[src/rtl/psram_read_capture.sv]
// Read-data capture stage for the PSRAM burst controller: buffers one burst in a
// first-word-fall-through FIFO. Optional pattern check: PSRAM_CAP_PATTERN_CHECK_EN.
module psram_read_capture #(
  parameter int data_width      = 16,
  parameter int fifo_depth_log2 = 5,
  parameter int burst_size      = 31
) (
  input  logic                  clk_i,
  input  logic                  rst_i,
  input  logic                  burst_start_i,
  input  logic                  cap_valid_i,
  input  logic [data_width-1:0] cap_dat_i,
  output logic [data_width-1:0] dat_o,
  output logic                  valid_o,
  input  logic                  ready_i,
  output logic                  last_o,
  output logic                  busy_o,
  output logic                  ovf_o,
  input  logic                  clr_i,
  output logic                  err_o
);

  localparam int depth = 2 ** fifo_depth_log2;
  localparam int cw    = fifo_depth_log2 + 1;
  localparam logic [cw-1:0] last_idx  = cw'(burst_size);
  localparam logic [cw-1:0] full_occ  = cw'(depth);

  typedef enum logic [1:0] {
    IDLE,
    CAPTURE,
    DRAIN
  } state_e;

  typedef struct packed {
    logic                  last;
    logic [data_width-1:0] data;
  } entry_t;

  state_e                     state_q, state_d;
  logic [cw-1:0]              cnt_q, cnt_d;
  logic [cw-1:0]              occ_q, occ_d;
  logic [fifo_depth_log2-1:0] wr_ptr_q, wr_ptr_d;
  logic [fifo_depth_log2-1:0] rd_ptr_q, rd_ptr_d;
  logic                       ovf_q, ovf_d;
  entry_t                     mem_q [depth];

  logic   beat, final_beat, full, valid, pop, push, drop;
  entry_t head;

  assign beat       = (state_q == CAPTURE) && cap_valid_i;
  assign final_beat = beat && (cnt_q == last_idx);
  assign full       = (occ_q == full_occ);
  assign valid      = (occ_q != '0);
  assign pop        = valid && ready_i;
  // A full FIFO still accepts a beat when the head leaves in the same cycle.
  assign push       = beat && (!full || pop);
  assign drop       = beat && full && !pop;
  assign head       = mem_q[rd_ptr_q];

  always_comb begin
    // NOTE: every combinational output gets a default first, so no path leaves
    // a variable unassigned and no latch is inferred.
    state_d  = state_q;
    cnt_d    = cnt_q;
    occ_d    = occ_q;
    wr_ptr_d = wr_ptr_q;
    rd_ptr_d = rd_ptr_q;
    ovf_d    = ovf_q;

    unique case (state_q)
      IDLE:    if (burst_start_i) state_d = CAPTURE;
      CAPTURE: if (final_beat) state_d = DRAIN;
      DRAIN:   if (pop && head.last && (occ_q == cw'(1))) state_d = IDLE;
      default: state_d = IDLE;
    endcase

    // Dropped beats still advance the counter so the last tag stays aligned.
    if ((state_q == IDLE) && burst_start_i) cnt_d = '0;
    else if (beat)                          cnt_d = cnt_q + cw'(1);

    unique case ({push, pop})
      2'b10:   occ_d = occ_q + cw'(1);
      2'b01:   occ_d = occ_q - cw'(1);
      default: occ_d = occ_q;
    endcase

    if (push) wr_ptr_d = wr_ptr_q + 1'b1;
    if (pop)  rd_ptr_d = rd_ptr_q + 1'b1;

    if (drop)       ovf_d = 1'b1;
    else if (clr_i) ovf_d = 1'b0;
  end

  always_ff @(posedge clk_i) begin
    // NOTE: state registers use non-blocking assignments so every flop samples
    // the pre-edge values regardless of statement order.
    if (rst_i) begin
      state_q  <= IDLE;
      cnt_q    <= '0;
      occ_q    <= '0;
      wr_ptr_q <= '0;
      rd_ptr_q <= '0;
      ovf_q    <= 1'b0;
    end else begin
      state_q  <= state_d;
      cnt_q    <= cnt_d;
      occ_q    <= occ_d;
      wr_ptr_q <= wr_ptr_d;
      rd_ptr_q <= rd_ptr_d;
      ovf_q    <= ovf_d;
    end
  end

  // NOTE: the storage array has no reset; emptiness is tracked by occ_q and the
  // outputs are masked by valid, so stale entries are never observable.
  always_ff @(posedge clk_i) begin
    if (push) mem_q[wr_ptr_q] <= '{last: final_beat, data: cap_dat_i};
  end

  assign valid_o = valid;
  assign dat_o   = valid ? head.data : '0;
  assign last_o  = valid && head.last;
  assign busy_o  = (state_q != IDLE);
  assign ovf_o   = ovf_q;

`ifdef PSRAM_CAP_PATTERN_CHECK_EN
  // The controller writes a counting pattern, so beat k must read back as k.
  logic err_q, err_d, mismatch;

  assign mismatch = beat && (cap_dat_i != data_width'(cnt_q));

  always_comb begin
    err_d = err_q;
    if (mismatch)   err_d = 1'b1;
    else if (clr_i) err_d = 1'b0;
  end

  always_ff @(posedge clk_i) begin
    if (rst_i) err_q <= 1'b0;
    else       err_q <= err_d;
  end

  assign err_o = err_q;
`else
  assign err_o = 1'b0;
`endif

endmodule

[config.mk]
export PLATFORM = sky130hd
export DESIGN_NAME = psram_read_capture
export DESIGN_NICKNAME = d
export VERILOG_FILES = /design/src/rtl/psram_read_capture.sv
export SDC_FILE = /design/constraint.sdc
export NUM_CORES = 1
export LEC_CHECK = 0
export CORE_AREA = 2 2 263 265
export CTS_CLUSTER_SIZE = 12
export DETAILED_ROUTE_END_ITERATION = 16
export DIE_AREA = 0 0 265 267
export HOLD_SLACK_MARGIN = 0.12
export PLACE_DENSITY = 0.51
export SYNTH_ARGS = -nofsm -noshare
export SYNTH_HDL_FRONTEND = slang
export SYNTH_SLANG_ARGS = --single-unit
export TNS_END_PERCENT = 5
[constraint.sdc]
create_clock -name clk_i -period 2.99 [get_ports clk_i]
set_input_delay 0.4485 -clock clk_i [delete_from_list [all_inputs] [get_ports clk_i]]
set_output_delay 0.4485 -clock clk_i [all_outputs]
set_load 0.01 [all_outputs]
==> metrics <==
status=finished with violations; failing checks=negative setup slack; compound-gate portion of the synthesized area=1.38%; endpoints failing hold=0; measured slew at the worst slew-check pin=0.894 ns; detail-routed via count per cell=4.99; fraction of layout cells with a size suffix above 1=38.1%; yosys warns=0; largest family of logic cells by synthesized area=multiplexers; startpoint types=register; post-route ant nets=0; area delta synth->final=22.6%; top cell type by total area after synthesis=sky130_fd_sc_hd__edfxtp_1; slack of the worst reg-to-reg path=0.52 ns; Register-to-Register Path Depth=8; Clock Power Share=32.4%; critical path data arrival time=2.80 ns; Req. time, crit path=2.54 ns; wire length of the first global-routing pass=78.2 mm; internal power contribution=15900 uW; max-slew headroom at the worst pin=40.2%; first-pass iteration count of the detailed router=5; sequential element share of the synthesized area=76.1%; Power Dens Cells=786 mW/mm2; floorplan die area=0.0708 mm2; number of stages on the worst hold path=4; total placed cells including tap cells=2038; number of DRC violations after detailed routing=0; Post-Syn Instances=1037; total non-filler cell area in the finished layout=0.0273 mm2; die outline height=267 um; H-tree lvl count=2; Clock Tree Buf Depth=3; Overall Power=21500 uW; Routed Wire Length=53.0 mm; part of the total power dissipated in sequential elements=41.8%; placed instance area=0.0249 mm2; GRT Residual Overflow=0; clock sinks=574; number of nets in the synthesized netlist=1068; via count of the routed design=10821; CTS root buf=sky130_fd_sc_hd__clkbuf_16; path type of the worst setup path=reg -> out; mux contribution to synthesized area=16.9%; share of total power consumed by net switching=26.0%; average wire per standard cell=24.5 um; Critical Path Sink Type=primary output; period utilisation layout=109%; total of buffers placed on input and output ports=41; startpoint of the worst-slack reg-to-reg timing path=occ_q[0]$_SDFFE_PP0P_; Unique masters post-synth=44; vias in the first global route=11392; diode insertion count for antenna repair=0; top post-synthesis cells by count=544 x sky130_fd_sc_hd__edfxtp_1, 160 x sky130_fd_sc_hd__mux4_2, 63 x sky130_fd_sc_hd__nor2_1, 39 x sky130_fd_sc_hd__inv_1, 30 x sky130_fd_sc_hd__dfxtp_1; Clock Skews=0.0270 ns; overall track demand over capacity in global routing=15.4%; Post-Synthesis Cell Area=0.0223 mm2; adder-cell share of the synthesized area=0.506%; placed wire-length estimate after detailed placement=31.5 mm; largest fanout of any net on the critical path=4; Post-synth top flop=sky130_fd_sc_hd__edfxtp_1; core outline area=0.0680 mm2; initial detailed-routing violation count=968; number of synthesized flops with an enable pin=544; worst-case hold path end point=ovf_o$_SDFFE_PP0P_; width of the chip=265 um; top area cells in the synthesized netlist=sky130_fd_sc_hd__edfxtp_1 73%, sky130_fd_sc_hd__mux4_2 16%, sky130_fd_sc_hd__dfxtp_1 2.7%; combinational group share of total power=25.8%; effective utilization at floorplan=32.7%; placer congestion estimate=0.721; Skew-Pair Late Insertion Delay=0.63 ns; highest clock rate=308 MHz; Hold/Removal Path Class=in -> reg; switching pwr=5570 uW; Crit Reg-Reg Endpoint=mem_q[7][14]$_DFFE_PP_; start point of the worst hold path=clr_i; count of placed standard cells in the final layout, fillers left out=2167; post-layout min period=3.25 ns; RSZ-0062 raised after global routing=yes; Final Util=40.1%; CTS buffer count=59; synthesized area per cell=21.5 um2; FFs w/ async S/R, synth=0%; clock transition at the registers of the reported paths=0.06 ns; Synth Area in Simple Gates=2.50%; largest net degree at the start of global routing=33; total count of max-transition violations in the final report=0; max-cap check violation count=0; number of standard-cell rows in the floorplan=96; top-count cell post-synth=sky130_fd_sc_hd__edfxtp_1; TritonCTS clock tree=done; min setup slack post-route=-0.256 ns; antenna violations before repair=0; post-synthesis xor/xnor area fraction=0.669%; Worst VDD drop=0.675 mV; total of flip-flops plus latches after synthesis=574; num ports=43; nets=1273; sum of negative setup slack=-3.31 ns; portion of synthesized cell area occupied by the leading cell type=73.4%; leakage dissipation=0.00860 uW; count of final setup violators=16
[through the flow]
step                hold slack (ns)  setup WS (ns)
floorplan                     0.451          0.437
global placement              0.465        -0.0484
detailed placement            0.483        -0.0799
CTS                           0.422         -0.336
global route                  0.465         -0.322
finish                        0.453         -0.256
[critical path: stages (launching register included)]
cell                        delay, ns
sky130_fd_sc_hd__dfxtp_4         0.39
sky130_fd_sc_hd__buf_12          0.14
sky130_fd_sc_hd__clkbuf_16       0.15
sky130_fd_sc_hd__buf_6           0.10
sky130_fd_sc_hd__mux4_2          0.54
sky130_fd_sc_hd__mux4_2          0.49
sky130_fd_sc_hd__inv_2           0.10
sky130_fd_sc_hd__o22ai_2         0.10
sky130_fd_sc_hd__buf_2           0.18
[flip-flops by register name, indices dropped and copies added (netlist names), named ones only]
signal / cells
mem_q: 544
cnt_q: 6
occ_q: 6
rd_ptr_q: 5
wr_ptr_q: 5
state_q: 2
ovf_o: 1
[power by group through the flow]
stage	clock network (uW)	logic, uW	registers [uW]
6_report	6950	5540	8970
3_5_place_dp	0	4840	9140
5_1_grt	7470	5900	8980
2_1_floorplan	0	2970	9090
3_3_place_gp	0	4820	9130
4_1_cts	7140	5400	8970
[metal layers]
layer / track usage [%] / wire length [um] / vias to the layer above
met5: 0 / 0 / -
met4: 3.92 / 959 / 0
met3: 2.70 / 2800 / 66
met2: 24.1 / 24400 / 264
met1: 22.2 / 24900 / 5793
li1: - / - / 4698
[timing repair]
| item | 4_1_cts | 5_1_grt |
|---|---|---|
| setup buffers | 15 | 1 |
| hold buffers | 0 | 0 |
| setup endpoints to repair | 17 | 17 |
| gates resized for setup | 124 | 19 |
| cloned | 6 | 3 |
| pin swaps | 3 | 4 |
[kinds of logic after synthesis]
logic type,after synthesis
DFF,574
and+or+nand+nor,123
xor gates and xnor gates,17
buffers and inverters,90
adders and majority gates,9
AOI/OAI and AO/OA,47
muxes,176
other,1
[placed cells by master (no fill, tap or decap), types with 6 or more instances in the layout]
cell,n
sky130_fd_sc_hd__o22ai_2,9
sky130_fd_sc_hd__clkbuf_16,62
sky130_fd_sc_hd__inv_2,23
sky130_fd_sc_hd__nor2_1,30
sky130_fd_sc_hd__dfxtp_1,26
sky130_fd_sc_hd__nand2_1,22
sky130_fd_sc_hd__buf_2,15
sky130_fd_sc_hd__clkinv_2,6
sky130_fd_sc_hd__clkbuf_1,20
sky130_fd_sc_hd__a21oi_1,10
sky130_fd_sc_hd__nor2_2,33
sky130_fd_sc_hd__buf_12,29
sky130_fd_sc_hd__clkdlybuf4s50_1,24
sky130_fd_sc_hd__mux2i_1,14
sky130_fd_sc_hd__xor2_1,7
sky130_fd_sc_hd__edfxtp_1,544
sky130_fd_sc_hd__nand3_1,8
sky130_fd_sc_hd__buf_4,100
sky130_fd_sc_hd__ha_1,9
sky130_fd_sc_hd__buf_16,7
sky130_fd_sc_hd__clkinv_1,12
sky130_fd_sc_hd__buf_6,10
sky130_fd_sc_hd__inv_1,15
sky130_fd_sc_hd__xnor2_1,10
sky130_fd_sc_hd__mux4_2,160
[how the worst max path moves through the flow]
stage / end / slack [ns] / cells after the start
after global placement: dat_o[9] / -0.05 / 8
after global routing: dat_o[8] / -0.32 / 8
after CTS: dat_o[2] / -0.34 / 7
after floorplan: mem_q[29][0]$_DFFE_PP_ / 0.44 / 6
final: dat_o[15] / -0.26 / 8
after detailed placement: dat_o[9] / -0.08 / 8
[area by class of cell]
| type | count | area [um2] |
|---|---|---|
| fill | 6026 | 40700 |
| sequential | 574 | 16900 |
| multi-input combinational | 373 | 5120 |
| timing repair buffer | 194 | 2160 |
| clock buffer | 80 | 1570 |
| tap | 882 | 1100 |
| clock inverter | 24 | 230 |
| inverter | 40 | 154 |
(Power assumes the default switching activity.)
